`config.mk`:
```
export PLATFORM = sky130hd
export DESIGN_NAME = number_analyzer_sequencer
export DESIGN_NICKNAME = d
export VERILOG_FILES = /design/src/rtl/number_analyzer_pkg.sv /design/src/rtl/number_analyzer_next_unit.sv /design/src/rtl/number_analyzer_sequencer.sv
export SDC_FILE = /design/constraint.sdc
export NUM_CORES = 1
export LEC_CHECK = 0
export CORE_ASPECT_RATIO = 2
export CORE_MARGIN = 1
export CORE_UTILIZATION = 30
export CTS_CLUSTER_SIZE = 12
export DETAILED_ROUTE_END_ITERATION = 8
export GPL_TIMING_DRIVEN = 0
export MAX_ROUTING_LAYER = met4
export PLACE_DENSITY = 0.71
export SETUP_SLACK_MARGIN = 0.5
export SYNTH_ARGS = -nofsm -noshare
export SYNTH_HDL_FRONTEND = slang
export SYNTH_SLANG_ARGS = --single-unit
export TNS_END_PERCENT = 1
```
`constraint.sdc`:
```
create_clock -name clk -period 2.1 [get_ports clk]
set_input_delay 0.42 -clock clk [delete_from_list [all_inputs] [get_ports clk]]
set_output_delay 0.42 -clock clk [all_outputs]
set_load 0.01 [all_outputs]
```
`src/rtl/number_analyzer_pkg.sv`:
```
// Shared definitions for the number analyzer sequencer: controller states,
// default number width and the index of each attached analyzer unit.
package number_analyzer_pkg;

  localparam int DEFAULT_WIDTH = 32;

  // Position of each analyzer unit on the go/done/result vectors
  localparam int UNIT_FIB    = 0;
  localparam int UNIT_EVEN   = 1;
  localparam int UNIT_PRIME  = 2;
  localparam int UNIT_SQUARE = 3;

  typedef enum logic [2:0] {
    ST_IDLE    = 3'd0,
    ST_SELECT  = 3'd1,
    ST_RUN     = 3'd2,
    ST_RELEASE = 3'd3,
    ST_FINISH  = 3'd4
  } state_t;

endpackage

```
`src/rtl/number_analyzer_next_unit.sv`:
```
// Priority search: lowest enabled unit index at or above the current index.
// none_left is raised when no enabled unit remains (including idx past the end).
module number_analyzer_next_unit #(
  parameter int NUM_UNITS = 4,
  parameter int IDX_W     = $clog2(NUM_UNITS) + 1
) (
  input  logic [NUM_UNITS-1:0] mask,
  input  logic [IDX_W-1:0]     idx,
  output logic [IDX_W-1:0]     next_idx,
  output logic                 none_left
);

  // Scan from the top down so the lowest qualifying index is the one kept
  always_comb begin
    // NOTE: every output gets a default before the loop; a path that leaves
    // a combinational output unassigned would infer a latch.
    next_idx  = '0;
    none_left = 1'b1;
    for (int i = NUM_UNITS - 1; i >= 0; i--) begin
      if (mask[i] && (IDX_W'(i) >= idx)) begin
        next_idx  = IDX_W'(i);
        none_left = 1'b0;
      end
    end
  end

endmodule

```
`src/rtl/number_analyzer_sequencer.sv`:
```
// Runs one number through a bank of analyzer units, one unit at a time,
// using a go/done handshake per unit and collecting each 1-bit verdict.
// Optional watchdog: define NUMBER_ANALYZER_WATCHDOG_EN to abort a unit that
// stays in RUN for TIMEOUT_CYCLES cycles without raising done.
module number_analyzer_sequencer
  import number_analyzer_pkg::*;
#(
  parameter int NUM_UNITS      = 4,
  parameter int WIDTH          = DEFAULT_WIDTH,
  parameter int TIMEOUT_CYCLES = 256
) (
  input  logic                 clk,
  input  logic                 reset,
  input  logic                 start_i,
  input  logic [WIDTH-1:0]     number_i,
  input  logic [NUM_UNITS-1:0] mask_i,
  output logic                 busy_o,
  output logic                 done_o,
  output logic [NUM_UNITS-1:0] flags_o,
  output logic [NUM_UNITS-1:0] timeout_o,
  output logic [NUM_UNITS-1:0] unit_go_o,
  output logic [WIDTH-1:0]     unit_number_o,
  input  logic [NUM_UNITS-1:0] unit_done_i,
  input  logic [NUM_UNITS-1:0] unit_result_i
);

  // One extra bit so idx can step past the last unit without wrapping
  localparam int IDX_W = $clog2(NUM_UNITS) + 1;

  if (NUM_UNITS < 1 || NUM_UNITS > 16 || TIMEOUT_CYCLES < 1) begin : g_param_check
    $error("number_analyzer_sequencer: NUM_UNITS must be 1..16 and TIMEOUT_CYCLES >= 1");
  end

  state_t                 state_q, state_d;
  logic [IDX_W-1:0]       idx_q, next_idx;
  logic                   none_left;
  logic [NUM_UNITS-1:0]   mask_q, flags_q, cur_onehot;
  logic [WIDTH-1:0]       number_q;
  logic                   done_sel, result_sel;
  logic                   wd_expire, timed_out;

  // Only the unit currently addressed by idx is listened to
  assign cur_onehot = NUM_UNITS'(1) << idx_q;
  assign done_sel   = |(unit_done_i & cur_onehot);
  assign result_sel = |(unit_result_i & cur_onehot);

  number_analyzer_next_unit #(
    .NUM_UNITS (NUM_UNITS),
    .IDX_W     (IDX_W)
  ) u_next_unit (
    .mask      (mask_q),
    .idx       (idx_q),
    .next_idx  (next_idx),
    .none_left (none_left)
  );

`ifdef NUMBER_ANALYZER_WATCHDOG_EN
  localparam int CNT_W = $clog2(TIMEOUT_CYCLES + 1);

  logic [CNT_W-1:0]     wd_cnt_q;
  logic                 timed_out_q;
  logic [NUM_UNITS-1:0] timeout_q;

  // Expires on the TIMEOUT_CYCLES-th RUN cycle if done is still low
  assign wd_expire = (state_q == ST_RUN) && !done_sel &&
                     (wd_cnt_q == CNT_W'(TIMEOUT_CYCLES - 1));
  assign timed_out = timed_out_q;
  assign timeout_o = timeout_q;

  // Watchdog counter, sticky per-unit timeout flags, and RELEASE bypass flag
  always_ff @(posedge clk) begin
    if (reset) begin
      wd_cnt_q    <= '0;
      timed_out_q <= 1'b0;
      timeout_q   <= '0;
    end else begin
      case (state_q)
        ST_IDLE:    if (start_i) timeout_q <= '0;
        ST_SELECT:  wd_cnt_q <= '0;
        ST_RUN: begin
          if (wd_expire) begin
            timeout_q   <= timeout_q | cur_onehot;
            timed_out_q <= 1'b1;
          end else begin
            wd_cnt_q <= wd_cnt_q + 1'b1;
          end
        end
        ST_RELEASE: if (state_d == ST_SELECT) timed_out_q <= 1'b0;
        default: ;
      endcase
    end
  end
`else
  assign wd_expire = 1'b0;
  assign timed_out = 1'b0;
  assign timeout_o = '0;
`endif

  // State register; reset is synchronous
  always_ff @(posedge clk) begin
    // NOTE: clocked state uses non-blocking assignments so every register
    // samples pre-edge values regardless of block ordering.
    if (reset) state_q <= ST_IDLE;
    else       state_q <= state_d;
  end

  // Next-state decode
  always_comb begin
    state_d = state_q;
    case (state_q)
      ST_IDLE:    if (start_i) state_d = ST_SELECT;
      ST_SELECT:  state_d = none_left ? ST_FINISH : ST_RUN;
      ST_RUN:     if (done_sel || wd_expire) state_d = ST_RELEASE;
      ST_RELEASE: if (!done_sel || timed_out) state_d = ST_SELECT;
      ST_FINISH:  state_d = ST_IDLE;
      default:    state_d = ST_IDLE;
    endcase
  end

  // Request latching, unit index stepping and verdict capture
  always_ff @(posedge clk) begin
    if (reset) begin
      idx_q    <= '0;
      mask_q   <= '0;
      number_q <= '0;
      flags_q  <= '0;
    end else begin
      case (state_q)
        ST_IDLE: begin
          if (start_i) begin
            number_q <= number_i;
            mask_q   <= mask_i;
            flags_q  <= '0;
            idx_q    <= '0;
          end
        end
        ST_SELECT: idx_q <= next_idx;
        ST_RUN: begin
          if (done_sel)
            flags_q <= (flags_q & ~cur_onehot) | (cur_onehot & {NUM_UNITS{result_sel}});
          else if (wd_expire)
            flags_q <= flags_q & ~cur_onehot;
        end
        ST_RELEASE: if (state_d == ST_SELECT) idx_q <= idx_q + 1'b1;
        default: ;
      endcase
    end
  end

  assign busy_o        = (state_q != ST_IDLE);
  assign done_o        = (state_q == ST_FINISH);
  assign flags_o       = flags_q;
  assign unit_go_o     = (state_q == ST_RUN) ? cur_onehot : '0;
  assign unit_number_o = number_q;

endmodule

```
==> results.ini <==
[synthesis]
ys_top_cells_by_area=dfxtp_1, nand2_1, a21oi_1, ha_1, buf_4
synth-xor-area-share=0
synth_top_cell_by_area=dfxtp_1
synth_compound_area_frac=0.2039
yosys_most_used_dff=dfxtp_1
netlist_instances=252
yosys.area_share.simple=0.2439
synthArstFlopShare=0
ys_warn_count=0
synth_mux_area_frac=0
seq_area_frac_synth=0.4466
synth.avg_cell_area_sq_um=8.182
synth_area_sq_mm=0.002062
ys_ff_latch=46
synth.distinct_cells=42
synth_fa_ha_area_frac=0.03034
synth_top_family_by_area=simple AND/OR/NAND/NOR gates
synth_top_area_share=0.4466
synth-edff-count=0

[sta]
fin_skew_ps=4.864
max_freq_ghz=0.5650
relSlewSlack=0.6344
fin_crit_ps=1770
worst_slew_pin_slew_ps=548.4
rsz0062_at_grt=true
hold_viol=0
finalSetupViolCount=0
finalMaxSlewViolations=0
finalWorstSetupSlack_ps=330.2
period_share=0.8428
holdWs_ps=453.7

[cts]
cts_hold_buf=0
path_clk_slew_ps=60
cts.sinks=46
ctsRootBufferMaster=clkbuf_16
cts.path.max_buffers=2
htreeDepth=2
cts_tree=yes
insertion_delay_ps=290
cts_buffers=5

[floorplanning]
core-area_sq_mm=0.006621
start_util=0.3114
die_area_sq_mm=0.007229
die_w_microns=60.62
die_h_microns=119.2
io_pins=93
rows=42

[setup_path]
worstSetupPathType=register to output port
cp_num_cells=5
cp.required_ps=1680
start_kind=register
cp_top_family=flip-flops
end_kind=output port
slowest_delay_ps=380
arrival_ps=1350
crit_chain=inv_6 -> ha_4 -> nor2b_4 -> and2_4 -> buf_6
path_buf_inv=2
reg2reg_depth=6
worstPathMaxFanout=5
critPathSlowestCell=dfxtp_4

[route]
drt_iter0_drc=94
via_count=2088
wl_per_cell_microns=13.44
wl_mm=6.101
vias_per_cell=4.599
detail-route-antenna-nets=0
drtPass1Iterations=4
drc=0

[placement]
post-place-ws_ps=-117.1
dp.cells=430
dp_hpwl_mm=4.328
gp_congestion=0.8285
portBuffers=87

[pwr]
leakage_nw=1.317
p_total_mw=2.581
power.density_mw_per_mm2=748.9
ir_worst_vdd_mv=0.5961

[status]
status=completed

[layout]
syn_to_final_growth_pct=67.17
diodes=0
final_nets=417
drive_gt1_frac=0.1885
post-route-util=0.5206
instances_no_fill=454
fill_cells=652

[global_routing]
grt_antenna_before_repair=0
grt_pass1_vias=2084
grt_pass1_wl_mm=9.646
grt_overflow=0
grt_use_total=0.1832
grt_max_degree=16

[min_path]
hold_path.class=register to register
hold_path_depth=2

[job]
cap_violations=0

[layer usage]
metal / share of wire / vias up / wire [microns] / track usage
li1: - / 1067 / - / -
met1: 0.36 / 948 / 2198 / 0.1753
met2: 0.58 / 65 / 3556 / 0.3283
met3: 0.036 / 8 / 219 / 0.03257
met4: 0.021 / 0 / 126 / 0.09659
met5: 0 / - / 0 / -
[synthesized netlist by cell type (2+ instances only)]
cell	instances
nand2_1	77
dfxtp_1	46
a21oi_1	40
buf_4	6
inv_1	6
a211oi_1	5
ha_1	5
nor2b_1	5
o21ai_0	5
a31oi_1	4
and2_1	4
buf_2	4
buf_6	4
clkbuf_1	4
nand2b_1	4
nor2_1	4
a21oi_2	2
nand3_1	2
nand3b_1	2
[placed cells by master (no fill, tap or decap), types with 2 or more instances in the layout]
cell             count
clkdlybuf4s50_1     81
nor2b_4              2
dfxtp_4              4
buf_6                8
nand2b_1             4
clkbuf_16            5
nand3b_1             2
dlygate4sd2_1        2
nor2_1               4
a31oi_1              4
inv_6                2
dfxtp_1             42
inv_1                3
and2_1               2
buf_4               21
and2_4               2
clkbuf_1             4
buf_2                5
a21oi_1             40
a21oi_2              2
nand3_1              2
o21ai_0              5
nand2_1             77
a211oi_1             5
ha_4                 3
conb_1               4
nor2b_1              3
[layout make-up]
type,count,area (sq um),share of cell area
clock inverter,3,43.79,0.01270
sequential,46,935.9,0.2715
multi-input combinational,184,1082,0.3140
tap,88,110.1,0.03194
timing repair buffer,103,984.7,0.2857
buffer,19,135.1,0.03920
clock buffer,5,125.1,0.03630
inverter,6,30.03,0.008711
[worst paths after layout]
kind | from | endpoint | slack (ps)
max | idx_q[0] | unit_go_o[0] | 330
min | unit_number_o[22] | unit_number_o[22] | 450
max reg2reg | idx_q[0] | idx_q[1] | 390
min reg2reg | unit_number_o[22] | unit_number_o[22] | 450
[registers in the layout, summed over array words and instances (netlist names)]
name and cells:
mask_q 4, state_q 3, flags_o 4, idx_q 3
unit_number_o 32
[repair_timing]
item,CTS,global route
gates resized for setup,46,4
setup endpoints to repair,21,53
setup buffers,9,7
pin swaps,3,2
[worst reg2reg max path, stage by stage (launching register included)]
cell,delay (ps)
dfxtp_4,380
ha_1,210
ha_2,200
nand2_1,150
o211ai_4,150
or3_1,380
a31oi_1,160
[power by group]
group | switching (mW) | internal [mW] | total, mW
Sequential | 0.0507 | 0.944 | 0.995
Clock | 0.345 | 0.564 | 0.908
Combinational | 0.312 | 0.367 | 0.679
Total | 0.707 | 1.87 | 2.58
[metrics by stage]
step                instance area [sq um]  setup TNS [ps]
global route                         3447               0
CTS                                  3371               0
finish                               3447               0
global placement                     3060          -68.56
detailed placement                   3060          -117.1
floorplan                            2079               0
[cell families after synthesis]
| kind of cell | after synthesis |
|---|---|
| AO/OA/AOI/OAI | 68 |
| other | 1 |
| buffers and inverters | 25 |
| adder cells (fa/ha/maj) | 5 |
| flip-flops | 46 |
| AND/OR/NAND/NOR | 107 |
Power figures use the tool's default switching activity.
==> RTL edit 1 (config.mk and constraints unchanged) <==
Re-encode `state_t` (5 states) as one-hot, 5 bits wide.
--- a/src/rtl/number_analyzer_pkg.sv
+++ b/src/rtl/number_analyzer_pkg.sv
@@ -11,10 +11,10 @@
   localparam int UNIT_SQUARE = 3;
 
-  typedef enum logic [2:0] {
-    ST_IDLE    = 3'd0,
-    ST_SELECT  = 3'd1,
-    ST_RUN     = 3'd2,
-    ST_RELEASE = 3'd3,
-    ST_FINISH  = 3'd4
+  typedef enum logic [4:0] {
+    ST_IDLE    = 5'b00001,
+    ST_SELECT  = 5'b00010,
+    ST_RUN     = 5'b00100,
+    ST_RELEASE = 5'b01000,
+    ST_FINISH  = 5'b10000
   } state_t;
 
Formal check against the unedited RTL: same outputs for any inputs over 10 cycles, from zero or initial values and one cycle with reset high; not proved beyond that.
==> RTL edit 1 against the original RTL <==
Routed wire length up 12%; combinational power down 2%; global-route usage up 0.19 points; setup slack worse by 0.056 ns; cell area up 8.6%; sequential cell count up 2; area after synthesis up 7.2%; total power up 0.59%; critical path type unchanged; largest cell class is now multi-input gates; largest power group unchanged; highest routed layer unchanged.
==> RTL edit 1: results (changes against the original RTL) <==
place:
  place_ws_ns: -0.154  # -0.0371 ns
  dpl.cell_count: 454  # +5.6%
  io_buffers: 88  # +1.1%
  globalplace.congestion: 0.891  # +7.5%
  hpwl_mm: 4.88  # +13%
layout:
  fin_nets: 442  # +6.0%
  num_antenna_cells: 0  # unchanged
  instances_no_fill: 483  # +6.4%
  drive_gt1_share_pct: 22.8  # +3.9 points
cts:
  root_buffer: "clkbuf_16"
  cts_buffers: 5  # unchanged
  cts_max_level: 2  # unchanged
  cts_buffer_depth: 2  # unchanged
  clk_pin_slew_ns: 0.07
  insertion_delay_ns: 0.29  # about the same
global_routing:
  antenna_found_initial: 0  # unchanged
  grt_max_degree: 15  # -1
  gr-usage-all-layers_pct: 18.5  # +0.19 points
  grt_pass1_wl_mm: 10.8  # +12%
routing:
  firstDrtPassIters: 5  # +1
  routed_wirelength_mm: 6.81  # +12%
  drt_iter0_markers: 114  # +21%
  vias: 2332  # +12%
critical_path:
  r2r_end: "state_q[2]"
  worstPathMaxFanout: 8  # +3
  startpoint: "state_q[1]"
  reg2regPathDepth: 5  # -1
  worstSetupEndpoint: "done_o"
  r2r-start: "state_q[0]"
  rrSetupSlack_ns: 0.28  # -0.11 ns
  arrival_ns: 1.41  # +0.06 ns
status:
  status: "finished, final reports clean"
timing:
  skew_ns: 0.00519  # +0.000322 ns
  setup_slack_ns: 0.274  # -0.0560 ns
  worstMarginPinSlew_ns: 0.616  # +0.0674 ns
synth:
  synthTopCellsByCount: "nand2_1, dfxtp_1, a21oi_1"
  syn_avg_cell_area_sq_um: 8.16  # -0.30%
  synth_seq_area_share_pct: 43.5  # -1.2 points
  dominantRegCellSynth: "dfxtp_1"
  async_reset_ff_share_pct: 0  # unchanged
  yosysWarnings: 0  # unchanged
  ys_types: 47  # +12%
  synthTopCellsByArea: "dfxtp_1, nand2_1, a21oi_1"
power:
  power.leakage_nw: 1.43  # +8.5%
  ir_drop_uv: 650  # +9.0%
[RTL edit 1: cell types whose count changed after synthesis, sizes merged, moves of 3 or more]
cell / delta
a211oi: -4
buf: -4
o21ai: -4
nor2: +7
mux2: +5
nor2b: -5
nor3b: +3
clkbuf: +6
a31oi: -3
[RTL edit 1: area by class of cell]
class	instances	area (sq um)
tap	92	115
fill	655	3470
clock buffer	8	178
sequential	48	973
multi-input combinational	200	1290
inverter	5	23.8
buffer	21	129
timing repair buffer	109	1030
[RTL edit 1: logic make-up (layout without fill, tap and decap cells)]
group                      after synthesis  count (layout)  share of synthesized area, %
DFF                                     48              48                          43.5
adders and majority gates                5               5                          2.83
AOI/OAI and AO/OA                       66              66                          19.6
muxes                                    5               5                          2.55
xor gates and xnor gates                 1               1                         0.396
buffers and inverters                   26             143                          5.77
other                                    1               4                         0.170
and+or+nand+nor                        119             119                          25.2
[RTL edit 1: worst min-delay path by stage]
stage | from | to | cells after the start | slack [ns]
floorplan | mask_q[1] | mask_q[1] | 2 | 0.44
global placement | unit_number_o[23] | unit_number_o[23] | 2 | 0.44
detailed placement | unit_number_o[17] | unit_number_o[17] | 2 | 0.45
CTS | unit_number_o[21] | unit_number_o[21] | 2 | 0.46
global route | unit_number_o[16] | unit_number_o[16] | 2 | 0.48
finish | unit_number_o[23] | unit_number_o[23] | 2 | 0.45
[RTL edit 1: what timing repair did]
action | in CTS | in global routing
pin swaps | 9 | 9
gates cloned | 0 | 0
setup buffers | 18 | 3
resized for setup | 43 | 14
setup endpoints to repair | 60 | 87
[RTL edit 1: per-layer routing]
| layer | vias to the layer above | share of wire (%) | track usage (%) |
|---|---|---|---|
| li1 | 1164 | - | - |
| met1 | 1070 | 35 | 17.0 |
| met2 | 80 | 57 | 34.9 |
| met3 | 18 | 4.5 | 3.23 |
| met4 | 0 | 3.8 | 11.5 |
| met5 | - | 0 | - |
[RTL edit 1: through the flow]
stage          util [%]  instance area [sq um]  setup TNS (ns)
2_1_floorplan         -                   2280               0
5_1_grt            51.9                   3740               0
3_3_place_gp       45.5                   3280           -3.45
3_5_place_dp       45.5                   3280           -3.40
6_report           51.9                   3740               0
4_1_cts            50.5                   3640               0
[RTL edit 1: power breakdown]
group,internal (mW),leakage (nW),switching (mW)
sequential,0.977,0.395,0.0454
combinational,0.356,0.945,0.307
clock,0.579,0.0883,0.332
total,1.91,1.43,0.684
[RTL edit 1: critical path, cell delays in order, from the launching register on]
cell and delay, ns:
dfxtp_2 0.45, nor2_4 0.07, buf_4 0.14, and3_1 0.18
dlygate4sd2_1 0.28
==> RTL edit 2 (same settings) <==
Made on the original files. `NUM_UNITS` is set to 4 in 2 places; all go to 8.
--- a/src/rtl/number_analyzer_next_unit.sv
+++ b/src/rtl/number_analyzer_next_unit.sv
@@ -2,5 +2,5 @@
 // none_left is raised when no enabled unit remains (including idx past the end).
 module number_analyzer_next_unit #(
-  parameter int NUM_UNITS = 4,
+  parameter int NUM_UNITS = 8,
   parameter int IDX_W     = $clog2(NUM_UNITS) + 1
 ) (
--- a/src/rtl/number_analyzer_sequencer.sv
+++ b/src/rtl/number_analyzer_sequencer.sv
@@ -6,5 +6,5 @@
   import number_analyzer_pkg::*;
 #(
-  parameter int NUM_UNITS      = 4,
+  parameter int NUM_UNITS      = 8,
   parameter int WIDTH          = DEFAULT_WIDTH,
   parameter int TIMEOUT_CYCLES = 256
Interface: changed (6 resized); port bits go from 93 to 117. The function was not compared with the original's and may differ.
==> RTL edit 2 against the original RTL <==
First-iteration DRC count rose by 21%; area after synthesis rose by 30%; sequential cell count rose by 9; setup slack got worse by 0.21 ns; total power rose by 34%; utilization fell by 1.5 points; cell area rose by 27%; routed wire length rose by 40%; critical path type unchanged; largest power group is now combinational logic.
==> RTL edit 2: results (changes against the original RTL) <==
synth:
  synth_seq_area_share_pct: 41.0  # -3.6 points
  synthTopCellsByArea: "dfxtp_1, nand2_1, a21oi_1"
critical_path:
  r2r_end: "state_q[1]"
  r2r-start: "idx_q[2]"
  worstPathMaxFanout: 4  # -1
  rrSetupSlack_ns: 0.16  # -0.23 ns
  worstSetupEndpoint: "unit_go_o[5]"
global_routing:
  grt_pass1_vias: 2792  # +34%
  gr-usage-all-layers_pct: 18.9  # +0.60 points
  grt_pass1_wl_mm: 12.9  # +34%
cts:
  ctsResizeCount: 49  # +6.5%
power:
  p_int_mw: 2.32  # +24%
  power_mw: 3.45  # +34%
  p_comb_share_pct: 36.4  # +10 points
  ir_drop_uv: 591  # -0.85%
  p_seq_mw: 1.23  # +24%
status:
  status: "finished, final reports clean"
routing:
  via_per_inst: 4.98  # +8.2%
  wl_met2_mm: 4.88  # +37%
  m1WireLength_mm: 2.90  # +32%
  wl_met3_um: 389  # +78%
  wire_per_inst_um: 14.7  # +9.1%
timing:
  skew_ns: 0.00638  # +0.00151 ns
place:
  io_buffers: 107  # +23%
  hpwl_mm: 6.43  # +48%
-- RTL edit 2: cell types whose count changed in the layout (fill, tap and decap cells not counted), moves of 6 or more --
cell / change
o21ai_0: +6
nand3_1: +9
nand2_1: +21
dfxtp_1: +8
a21oi_1: +13
clkdlybuf4s50_1: +16
-- RTL edit 2: cells by family after synthesis --
logic type | count (synthesis) | synth area share [%]
AOI/OAI and AO/OA | 96 | 23.0
adders and majority gates | 7 | 3.26
buffers and inverters | 42 | 8.34
DFF | 55 | 41.0
muxes | 2 | 0.793
other | 1 | 0.140
and+or+nand+nor | 143 | 23.5
-- RTL edit 2: worst min-delay path by stage --
stage	start	end	cells past startpoint
2_1_floorplan	mask_q[2]	mask_q[2]	2
3_3_place_gp	unit_number_o[0]	unit_number_o[0]	2
3_5_place_dp	unit_number_o[12]	unit_number_o[12]	2
4_1_cts	unit_number_o[3]	unit_number_o[3]	2
5_1_grt	unit_number_o[31]	unit_number_o[31]	2
6_report	unit_number_o[12]	unit_number_o[12]	2
-- RTL edit 2: layout make-up --
class	instances	area [sq um]	area share, %
inverter	11	46.3	1.06
timing repair buffer	120	1160	26.6
clock buffer	6	129	2.95
multi-input combinational	256	1530	35.0
sequential	55	1110	25.4
tap	100	125	2.86
clock inverter	2	38.8	0.887
buffer	31	230	5.26
-- RTL edit 2: per-stage QoR --
step / util, % / instance area, sq um / setup slack [ns] / cells
after floorplan: - / 2800 / 0.390 / 353
after global placement: 46.2 / 3990 / -0.136 / 560
after detailed placement: 46.2 / 3990 / -0.188 / 560
after CTS: 49.9 / 4310 / 0.102 / 577
after global routing: 50.6 / 4370 / 0.0788 / 581
final: 50.6 / 4370 / 0.119 / 581
